**config.mk**
```make
export PLATFORM = sky130hd
export DESIGN_NAME = alu_arbiter
export DESIGN_NICKNAME = d
export VERILOG_FILES = /design/src/rtl/alu_arbiter.sv
export SDC_FILE = /design/constraint.sdc
export NUM_CORES = 1
export LEC_CHECK = 0
export ABC_AREA = 0
export BUFFER_PORTS_ARGS = -buffer_cell sky130_fd_sc_hd__buf_2
export CORE_AREA = 8 8 65 89
export CTS_BUF_LIST = sky130_fd_sc_hd__clkbuf_4 sky130_fd_sc_hd__clkbuf_8 sky130_fd_sc_hd__clkbuf_16
export CTS_CLUSTER_DIAMETER = 100
export DETAILED_ROUTE_END_ITERATION = 8
export DIE_AREA = 0 0 73 97
export PLACE_DENSITY_LB_ADDON = 0.1
export SYNTH_ARGS = -nofsm -noshare
export SYNTH_HDL_FRONTEND = slang
export SYNTH_SLANG_ARGS = --single-unit
```
**constraint.sdc**
```tcl
create_clock -name clk -period 2.6 [get_ports clk]
set_input_delay 0.39 -clock clk [delete_from_list [all_inputs] [get_ports clk]]
set_output_delay 0.39 -clock clk [all_outputs]
set_load 0.1 [all_outputs]
```
**src/rtl/alu_arbiter.sv**
```systemverilog
// -----------------------------------------------------------------------------
// alu_arbiter
//
// Shares one registered WIDTH-bit ALU between two requesters. Grants are
// round-robin. A requester may hold the grant across consecutive cycles with
// its lock bit, up to LOCK_MAX grants in a row. The issued op's negate bit is
// delayed by one cycle so that it lines up with the ALU's result cycle. The
// result and flags are captured and returned tagged with the requester id.
//
// Ports:
//   clk, rst                 clock; asynchronous active-high reset
//   reqN_valid / reqN_ready  per-requester handshake; an op issues on valid&&ready
//   reqN_x, reqN_y           operands
//   reqN_cfg                 {zero_x, zero_y, negate, opcode[1:0]}
//                            opcode 0=OR, 1=AND, 2=ADD, 3=SUB
//   reqN_lock                ask to keep the grant next cycle
//   alu_x, alu_y, alu_zero_x, alu_zero_y, alu_opcode
//                            ALU controls, driven from the granted requester
//   alu_negate               registered negate, valid in the ALU result cycle
//   alu_result, alu_is_zero, alu_is_negative
//                            ALU outputs, sampled in the result cycle
//   rsp_valid                one-cycle pulse; rsp_id/result/zero/neg valid
//   rsp_id, rsp_result, rsp_zero, rsp_neg
//                            captured response; held between pulses
// -----------------------------------------------------------------------------
module alu_arbiter #(
  parameter int WIDTH    = 16,
  parameter int LOCK_MAX = 4
) (
  input  logic             clk,
  input  logic             rst,

  input  logic             req0_valid,
  output logic             req0_ready,
  input  logic [WIDTH-1:0] req0_x,
  input  logic [WIDTH-1:0] req0_y,
  input  logic [4:0]       req0_cfg,
  input  logic             req0_lock,

  input  logic             req1_valid,
  output logic             req1_ready,
  input  logic [WIDTH-1:0] req1_x,
  input  logic [WIDTH-1:0] req1_y,
  input  logic [4:0]       req1_cfg,
  input  logic             req1_lock,

  output logic [WIDTH-1:0] alu_x,
  output logic [WIDTH-1:0] alu_y,
  output logic             alu_zero_x,
  output logic             alu_zero_y,
  output logic [1:0]       alu_opcode,
  output logic             alu_negate,
  input  logic [WIDTH-1:0] alu_result,
  input  logic             alu_is_zero,
  input  logic             alu_is_negative,

  output logic             rsp_valid,
  output logic             rsp_id,
  output logic [WIDTH-1:0] rsp_result,
  output logic             rsp_zero,
  output logic             rsp_neg
);

  localparam int CNT_W = $clog2(LOCK_MAX + 1);
  localparam logic [CNT_W-1:0] LOCK_MAX_C = CNT_W'(LOCK_MAX);
  localparam logic [CNT_W-1:0] CNT_ONE    = CNT_W'(1);

  // Arbiter state
  logic             prio_q,        prio_d;
  logic             lock_active_q, lock_active_d;
  logic             lock_owner_q,  lock_owner_d;
  logic [CNT_W-1:0] lock_cnt_q,    lock_cnt_d;

  // Stage 1: op in flight inside the ALU
  logic             inflight_q,    inflight_d;
  logic             id_q,          id_d;
  logic             negate_q,      negate_d;

  // Response registers
  logic             rsp_valid_q,   rsp_valid_d;
  logic             rsp_id_q,      rsp_id_d;
  logic [WIDTH-1:0] rsp_result_q,  rsp_result_d;
  logic             rsp_zero_q,    rsp_zero_d;
  logic             rsp_neg_q,     rsp_neg_d;

  // Grant decode
  logic             hold;
  logic             arb_prio;
  logic             gnt0, gnt1;
  logic             issue;
  logic             gnt_lock;
  logic [4:0]       gnt_cfg;

  // ---------------------------------------------------------------------------
  // Grant: purely combinational from valids, locks and arbiter state.
  // ---------------------------------------------------------------------------
  // NOTE: every signal assigned in an always_comb gets a default on entry, so
  // no path can leave it unassigned and infer a latch.
  always_comb begin
    hold     = 1'b0;
    arb_prio = prio_q;
    gnt0     = 1'b0;
    gnt1     = 1'b0;

    // The owner keeps the ALU only while it still asks for it and is under
    // the cap; otherwise the lock is dropped this very cycle and the other
    // requester is favoured, so a vanished owner never stalls it.
    if (lock_active_q && lock_cnt_q < LOCK_MAX_C) begin
      hold = lock_owner_q ? (req1_valid && req1_lock)
                          : (req0_valid && req0_lock);
    end
    if (lock_active_q) begin
      arb_prio = ~lock_owner_q;
    end

    if (!rst) begin
      if (hold) begin
        gnt0 = ~lock_owner_q;
        gnt1 =  lock_owner_q;
      end else if (req0_valid && req1_valid) begin
        gnt0 = ~arb_prio;
        gnt1 =  arb_prio;
      end else begin
        gnt0 = req0_valid;
        gnt1 = req1_valid;
      end
    end
  end

  assign req0_ready = gnt0;
  assign req1_ready = gnt1;
  assign issue      = gnt0 | gnt1;
  assign gnt_lock   = gnt1 ? req1_lock : req0_lock;
  assign gnt_cfg    = gnt1 ? req1_cfg  : req0_cfg;

  // ---------------------------------------------------------------------------
  // ALU controls: idle value is OR of two zero operands.
  // ---------------------------------------------------------------------------
  always_comb begin
    alu_x      = '0;
    alu_y      = '0;
    alu_zero_x = 1'b0;
    alu_zero_y = 1'b0;
    alu_opcode = 2'd0;
    if (issue) begin
      alu_x      = gnt1 ? req1_x : req0_x;
      alu_y      = gnt1 ? req1_y : req0_y;
      alu_zero_x = gnt_cfg[4];
      alu_zero_y = gnt_cfg[3];
      alu_opcode = gnt_cfg[1:0];
    end
  end

  // ---------------------------------------------------------------------------
  // Next state
  // ---------------------------------------------------------------------------
  always_comb begin
    prio_d        = prio_q;
    lock_active_d = 1'b0;
    lock_owner_d  = lock_owner_q;
    lock_cnt_d    = '0;

    if (issue) begin
      prio_d = ~gnt1;
    end else if (lock_active_q) begin
      prio_d = ~lock_owner_q;
    end

    if (hold) begin
      lock_active_d = 1'b1;
      lock_cnt_d    = lock_cnt_q + CNT_ONE;
    end else if (issue && gnt_lock) begin
      lock_active_d = 1'b1;
      lock_owner_d  = gnt1;
      lock_cnt_d    = CNT_ONE;
    end

    // Negate is cleared when nothing issues so alu_negate reads 0 whenever
    // the ALU holds no live op.
    inflight_d = issue;
    id_d       = issue ? gnt1 : id_q;
    negate_d   = issue & gnt_cfg[2];

    // Capture happens at the edge ending the ALU's result cycle.
    rsp_valid_d  = inflight_q;
    rsp_id_d     = rsp_id_q;
    rsp_result_d = rsp_result_q;
    rsp_zero_d   = rsp_zero_q;
    rsp_neg_d    = rsp_neg_q;
    if (inflight_q) begin
      rsp_id_d     = id_q;
      rsp_result_d = alu_result;
      rsp_zero_d   = alu_is_zero;
      rsp_neg_d    = alu_is_negative;
    end
  end

  // ---------------------------------------------------------------------------
  // Registers
  // ---------------------------------------------------------------------------
  // NOTE: state is updated with non-blocking assignments so every flop samples
  // the pre-edge value of its inputs regardless of statement order.
  always_ff @(posedge clk or posedge rst) begin
    if (rst) begin
      prio_q        <= 1'b0;
      lock_active_q <= 1'b0;
      lock_owner_q  <= 1'b0;
      lock_cnt_q    <= '0;
      inflight_q    <= 1'b0;
      id_q          <= 1'b0;
      negate_q      <= 1'b0;
      rsp_valid_q   <= 1'b0;
      rsp_id_q      <= 1'b0;
      rsp_result_q  <= '0;
      rsp_zero_q    <= 1'b0;
      rsp_neg_q     <= 1'b0;
    end else begin
      prio_q        <= prio_d;
      lock_active_q <= lock_active_d;
      lock_owner_q  <= lock_owner_d;
      lock_cnt_q    <= lock_cnt_d;
      inflight_q    <= inflight_d;
      id_q          <= id_d;
      negate_q      <= negate_d;
      rsp_valid_q   <= rsp_valid_d;
      rsp_id_q      <= rsp_id_d;
      rsp_result_q  <= rsp_result_d;
      rsp_zero_q    <= rsp_zero_d;
      rsp_neg_q     <= rsp_neg_d;
    end
  end

  assign alu_negate = negate_q;
  assign rsp_valid  = rsp_valid_q;
  assign rsp_id     = rsp_id_q;
  assign rsp_result = rsp_result_q;
  assign rsp_zero   = rsp_zero_q;
  assign rsp_neg    = rsp_neg_q;

endmodule

```
==> impl_metrics.yaml, run 1 <==
place:
  hpwl_mm: 5.50
  io_buffer_count: 156
  placed_cells_incl_taps: 339
  gp_congestion: 0.879
  dpl_cell_area_sq_um: 3020
cells_and_area:
  multi_input_comb_area_sq_um: 877
  n_fill_cell: 336
  instances_no_fill: 353
  final_util_pct: 73.5
  final_area_sq_um: 3280
  layout.nets: 389
  regArea_sq_um: 726
  num_antenna_cells: 0
  drive_gt1_share_pct: 80.1
  syn2layout_area_growth_pct: 117
outcome:
  status: "complete, but fails checks"
  failed_checks: "negative setup slack"
clock_tree:
  cts.path.max_buffers: 2
  cts_sinks: 29
  numCtsBuffers: 5
  cts_tree: "yes"
  htreeDepth: 2
  clock-root-buffer: "clkbuf_8"
  clock_latency_ns: 0.27
  cts_hold_buf: 0
  clkTransAtPathRegs_ns: 0.06
route:
  drt_iter0_drc: 56
  drt-total-wl_mm: 6.56
  drtAntennaViolNets: 0
  firstDrtPassIters: 4
  vias: 1748
  wl_per_cell_um: 18.6
  vias_per_cell: 4.95
  drc: 0
grt:
  grt_overflow_total: 0
  antenna_found_initial: 0
  grt_pass1_vias: 1910
  grt_max_degree: 30
  grtUsageTotal_pct: 17.4
  grt_pass1_wl_mm: 9.56
yosys:
  netlist_area_sq_um: 1520
  synthDistinctLibCells: 29
  ys_ff_latch: 29
  syn_nets: 225
  synthFlopType: "dfrtp_1"
  ys_seq_area_share_pct: 47.9
  synth_edf_count: 0
  synthArstFlopShare_pct: 100
  syn_inst: 126
  avgSynthCellArea_sq_um: 12.0
  yosysWarnings: 0
sta:
  fmax_mhz: 385
  drv_slew: 0
  setup_slack_ns: -0.000622
  setup_viol: 2
  worstMarginPinSlew_ns: 0.743
  layout_min_cycle_time_ns: 2.60
  fin_skew_ns: 0.00143
  rsz0062_at_grt: "yes"
  hold_viol_final: 0
  max_slew_margin_pct: 50.5
  period_share_pct: 100
setup_path:
  crit_top_cell: "buf_12"
  cp_data_required_time_ns: 2.21
  cp_slowest_cell: "o41a_1"
  crit_type: "reg2out"
  cp_num_buf_inv: 3
  crit_chain: "and3b_2, o21a_4, o41a_1, inv_4, buf_12, a22o_1, buf_12"
  crit_family: "compound AO/OA/AOI/OAI gates"
  cp_slowest_stage_delay_ns: 0.44
  critPathArrivalTime_ns: 2.21
  cp-start-kind: "flip-flop"
  endpoint_kind: "output pin"
  critPathMaxFanout: 15
worst_hold_path:
  min_path_type: "in2async"
power_and_ir_drop:
  power.density_nw_per_um2: 1180
  vdd_drop_max_mv: 0.516
  power_leakage_nw: 1.66
  power_mw: 3.88
job:
  maxCapViolCount: 0
floorplan:
  die-height_um: 97
  core_area_sq_um: 4460
  die_w_um: 73
  rows: 29
  die_area_sq_um: 7080
  ios: 157
  initial_core_util_pct: 34.0
[layout make-up]
| class | instances | area share (%) |
|---|---|---|
| Clock buffer | 7 | 2.94 |
| Clock inverter | 1 | 0.152 |
| Inverter | 5 | 0.762 |
| Multi-Input combinational cell | 82 | 26.7 |
| Sequential cell | 29 | 22.1 |
| Tap cell | 62 | 2.36 |
| Timing Repair Buffer | 167 | 44.9 |
[path summary, 6_finish.rpt]
check,startpoint,to,slack [ns],cells past startpoint
max in group asynchronous,rst,rsp_result[9]$_DFFE_PP0P_,2.09,3
hold / removal,rst,lock_active_q$_DFF_PP0_,0.25,3
setup / recovery,lock_owner_q$_DFFE_PP0P_,alu_x[9],-0.0006,7
min in group clk,alu_result[8],rsp_result[8]$_DFFE_PP0P_,0.35,2
setup reg to reg,lock_active_q$_DFF_PP0_,inflight_q$_DFF_PP0_,0.71,7
hold reg to reg,rsp_result[9]$_DFFE_PP0P_,rsp_result[9]$_DFFE_PP0P_,0.50,1
[flip-flops by register name, indices dropped and copies added (netlist names)]
name / cells
prio_q: 1
id_q: 1
inflight_q: 1
lock_active_q: 1
lock_cnt_q: 3
rsp_zero: 1
alu_negate: 1
rsp_id: 1
rsp_result: 16
rsp_valid: 1
lock_owner_q: 1
rsp_neg: 1
[worst register-to-register path: stages (launching register included)]
cell and delay [ns]:
dfrtp_1 0.36, nor2b_1 0.33, o21a_4 0.22, o41a_1 0.23, inv_4 0.09, buf_6 0.15
buf_4 0.13, or2_2 0.28
[placed cells by master, fill, tap and decap left out, drive strengths merged, types with 2 or more instances in the layout]
| master | synthesis | layout |
|---|---|---|
| nand2b | 2 | 2 |
| a21oi | 2 | 2 |
| nand3 | 2 | 2 |
| mux2 | 19 | 19 |
| dfrtp | 29 | 29 |
| buf | 6 | 166 |
| a31oi | 3 | 3 |
| and2 | 2 | 2 |
| clkbuf | 4 | 8 |
| o21a | 2 | 2 |
| a22o | 37 | 37 |
| inv | 5 | 4 |
[power by group]
part / internal (mW) / switching (mW) / total (mW)
clock: 0.238 / 0.150 / 0.389
combinational: 0.795 / 2.00 / 2.79
sequential: 0.607 / 0.0940 / 0.700
total: 1.64 / 2.24 / 3.88
[cell families after synthesis]
| logic type | Yosys count | synth area share [%] |
|---|---|---|
| buf+inv | 15 | 5.04 |
| flops | 29 | 47.9 |
| compound gates | 49 | 26.8 |
| fa+ha+maj | 1 | 0.826 |
| simple gates | 13 | 5.29 |
| mux | 19 | 14.1 |
[cells in the mapped netlist, types with 2 or more instances]
library cell,n,area [sq um]
a21oi_1,2,10.0
a22o_1,37,324
a31oi_1,3,18.8
and2_1,2,12.5
buf_1,2,7.51
buf_6,2,22.5
clkbuf_1,4,15.0
dfrtp_1,29,726
inv_1,4,15.0
mux2_2,19,214
nand2b_1,2,12.5
nand3_1,2,10.0
o21a_1,2,15.0
[per-stage QoR]
stage               hold WS (ns)  setup slack, ns  setup TNS (ns)
floorplan                  0.304          -0.0560         -0.0560
global placement           0.484            0.181               0
detailed placement         0.483            0.145               0
CTS                        0.250         -0.00803         -0.0438
global route               0.286          -0.0755           -1.67
finish                     0.249        -0.000622        -0.00103
[layer usage]
layer | global-route usage [%] | vias up | part of all wire (%)
met5 | 0 | - | 0
met2 | 29.5 | 123 | 50
met4 | 6.50 | 0 | 1.5
met3 | 11.1 | 8 | 16
li1 | - | 816 | -
met1 | 16.1 | 801 | 33
[what timing repair did]
action,4_1_cts,5_1_grt
pin swaps,7,3
endpoints found under the setup margin,18,36
resized for setup,2,13
cloned,0,2
setup buffers,0,4
Power figures use the tool's default switching activity.
==> inputs of run 2 (changes only) <==
--- a/config.mk
+++ b/config.mk
@@ -9,3 +9,3 @@
 export BUFFER_PORTS_ARGS = -buffer_cell sky130_fd_sc_hd__buf_2
-export CORE_AREA = 8 8 65 89
+export CORE_AREA = 8 8 79 74
 export CTS_BUF_LIST = sky130_fd_sc_hd__clkbuf_4 sky130_fd_sc_hd__clkbuf_8 sky130_fd_sc_hd__clkbuf_16
@@ -13,3 +13,3 @@
 export DETAILED_ROUTE_END_ITERATION = 8
-export DIE_AREA = 0 0 73 97
+export DIE_AREA = 0 0 87 82
 export PLACE_DENSITY_LB_ADDON = 0.1
==> constraint.sdc (replaced) <==
create_clock -name clk -period 2.6 [get_ports clk]
set_input_delay 0.26 -clock clk [delete_from_list [all_inputs] [get_ports clk]]
set_output_delay 0.26 -clock clk [all_outputs]
set_load 0.1 [all_outputs]
==> impl_metrics.yaml, run 2 (same netlist as run 1, synthesis figures left out) <==
setup_path:
  cp_slowest_stage_delay_ns: 0.44
  crit_type: "reg2out"
  crit_family: "compound AO/OA/AOI/OAI gates"
  cp_slowest_cell: "o41a_1"
  endpoint_kind: "output pin"
  critPathArrivalTime_ns: 2.25
  crit_top_cell: "buf_12"
  crit_chain: "and3b_1, o21a_2, o41a_1, inv_4, buf_12, a22o_1, buf_12"
  cp_data_required_time_ns: 2.34
  cp-start-kind: "flip-flop"
  critPathMaxFanout: 26
  cp_num_buf_inv: 3
  reg2reg_slack_ns: 0.82
grt:
  grt_pass1_vias: 1872
  antenna_found_initial: 0
  grt_overflow_total: 0
  grt_util_met2_pct: 30.7
  grt_use_met3_pct: 9.60
  grt_max_degree: 32
  top_usage_layer: "met2"
  grtUsageTotal_pct: 16.4
  grt_pass1_wl_mm: 9.12
  grt_util_met1_pct: 15.0
floorplan:
  initial_core_util_pct: 33.0
  rows: 24
  die_area_sq_um: 7130
  die_w_um: 87
  ios: 157
  die-height_um: 82
  core_area_sq_um: 4590
power_and_ir_drop:
  power_leakage_nw: 1.57
  vdd_drop_max_mv: 0.823
  power.density_nw_per_um2: 1230
place:
  placed_cells_incl_taps: 341
  gp_congestion: 0.763
  hpwl_mm: 5.18
  io_buffer_count: 156
sta:
  layout_min_cycle_time_ns: 2.51
  drv_slew: 0
  hold_viol_final: 0
  worstMarginPinSlew_ns: 0.736
  fin_skew_ns: 0.00409
  period_share_pct: 96.6
  rsz0062_at_grt: "yes"
  max_slew_margin_pct: 50.9
  fmax_mhz: 398
  setup_viol: 0
clock_tree:
  clock_latency_ns: 0.27
  cts.path.max_buffers: 2
  cts_hold_buf: 0
  clock-root-buffer: "clkbuf_8"
  clkTransAtPathRegs_ns: 0.06
  htreeDepth: 2
  numCtsBuffers: 5
  cts_tree: "yes"
  cts_sinks: 29
outcome:
  status: "completed"
cells_and_area:
  final_common_cell: "buf_2"
  drive_gt1_share_pct: 74.3
  num_antenna_cells: 0
  largest_reg_flops: 16
  layout.nets: 386
  most-common-layout-cells: "buf_2 (118), buf_12 (39), dfrtp_1 (29), mux2_2 (19), a22o_2 (19)"
  final_util_pct: 67.5
  syn2layout_area_growth_pct: 105
  instances_no_fill: 353
route:
  drt_iter0_drc: 36
  vias: 1677
  drc: 0
  vias_per_cell: 4.75
  drtAntennaViolNets: 0
  wl_per_cell_um: 17.5
  drt-total-wl_mm: 6.17
  firstDrtPassIters: 4
job:
  maxCapViolCount: 0
worst_hold_path:
  min_path_type: "in2async"
-- run 2: final timing paths --
| path | start | to | depth (start not counted) |
|---|---|---|---|
| worst max-delay path | lock_owner_q$_DFFE_PP0P_ | alu_y[0] | 7 |
| worst min-delay path | rst | lock_cnt_q[1]$_DFF_PP0_ | 3 |
| worst max register to register | lock_active_q$_DFF_PP0_ | inflight_q$_DFF_PP0_ | 6 |
| worst min register to register | rsp_id$_DFFE_PP0P_ | rsp_id$_DFFE_PP0P_ | 1 |
| max in group asynchronous | rst | rsp_result[1]$_DFFE_PP0P_ | 3 |
| min in group clk | req1_cfg[2] | alu_negate$_DFF_PP0_ | 2 |
-- run 2: worst reg2reg max path, delay by kind of cell (launching register included) --
kind / cells / cell delay (ns)
AND/OR/NAND/NOR: 2 / 0.56
AO/OA/AOI/OAI: 2 / 0.48
flip-flops: 1 / 0.38
buffers and inverters: 2 / 0.23
-- run 2: timing repair --
action                     4_1_cts  5_1_grt
buffers inserted                 3        1
resized for setup                1        2
setup endpoints to repair       24        8
gates cloned                     0        0
-- run 2: routing by layer --
metal | routed length [um] | part of all wire (%)
met1 | 2030 | 33
met2 | 3310 | 54
met3 | 791 | 13
met4 | 41 | 0.66
met5 | 0 | 0
-- run 2: layout make-up --
type	instances	area, sq um
multi-input cells	82	747
inverters	5	21.3
clock inverters	1	5.00
fillers	360	1490
well taps	65	81.3
clock buffers	7	96.3
repair buffers	164	1420
flip-flops and latches	29	726
-- run 2: through the flow --
stage               setup WS [ns]  instance area (sq um)  hold slack [ns]  power, mW  TNS [ns]
floorplan                  0.0446                   1550            0.346       2.67         0
global placement            0.270                   2960            0.408       3.40         0
detailed placement          0.222                   2960            0.426       3.42         0
CTS                        0.0738                   3080            0.130       3.84         0
global route             -0.00754                   3100            0.154       3.95   -0.0130
finish                     0.0894                   3100            0.122       3.80         0
-- run 2: where the power goes --
part	switching, mW	internal [mW]
sequential	0.0975	0.607
clock	0.153	0.239
combinational	1.97	0.738
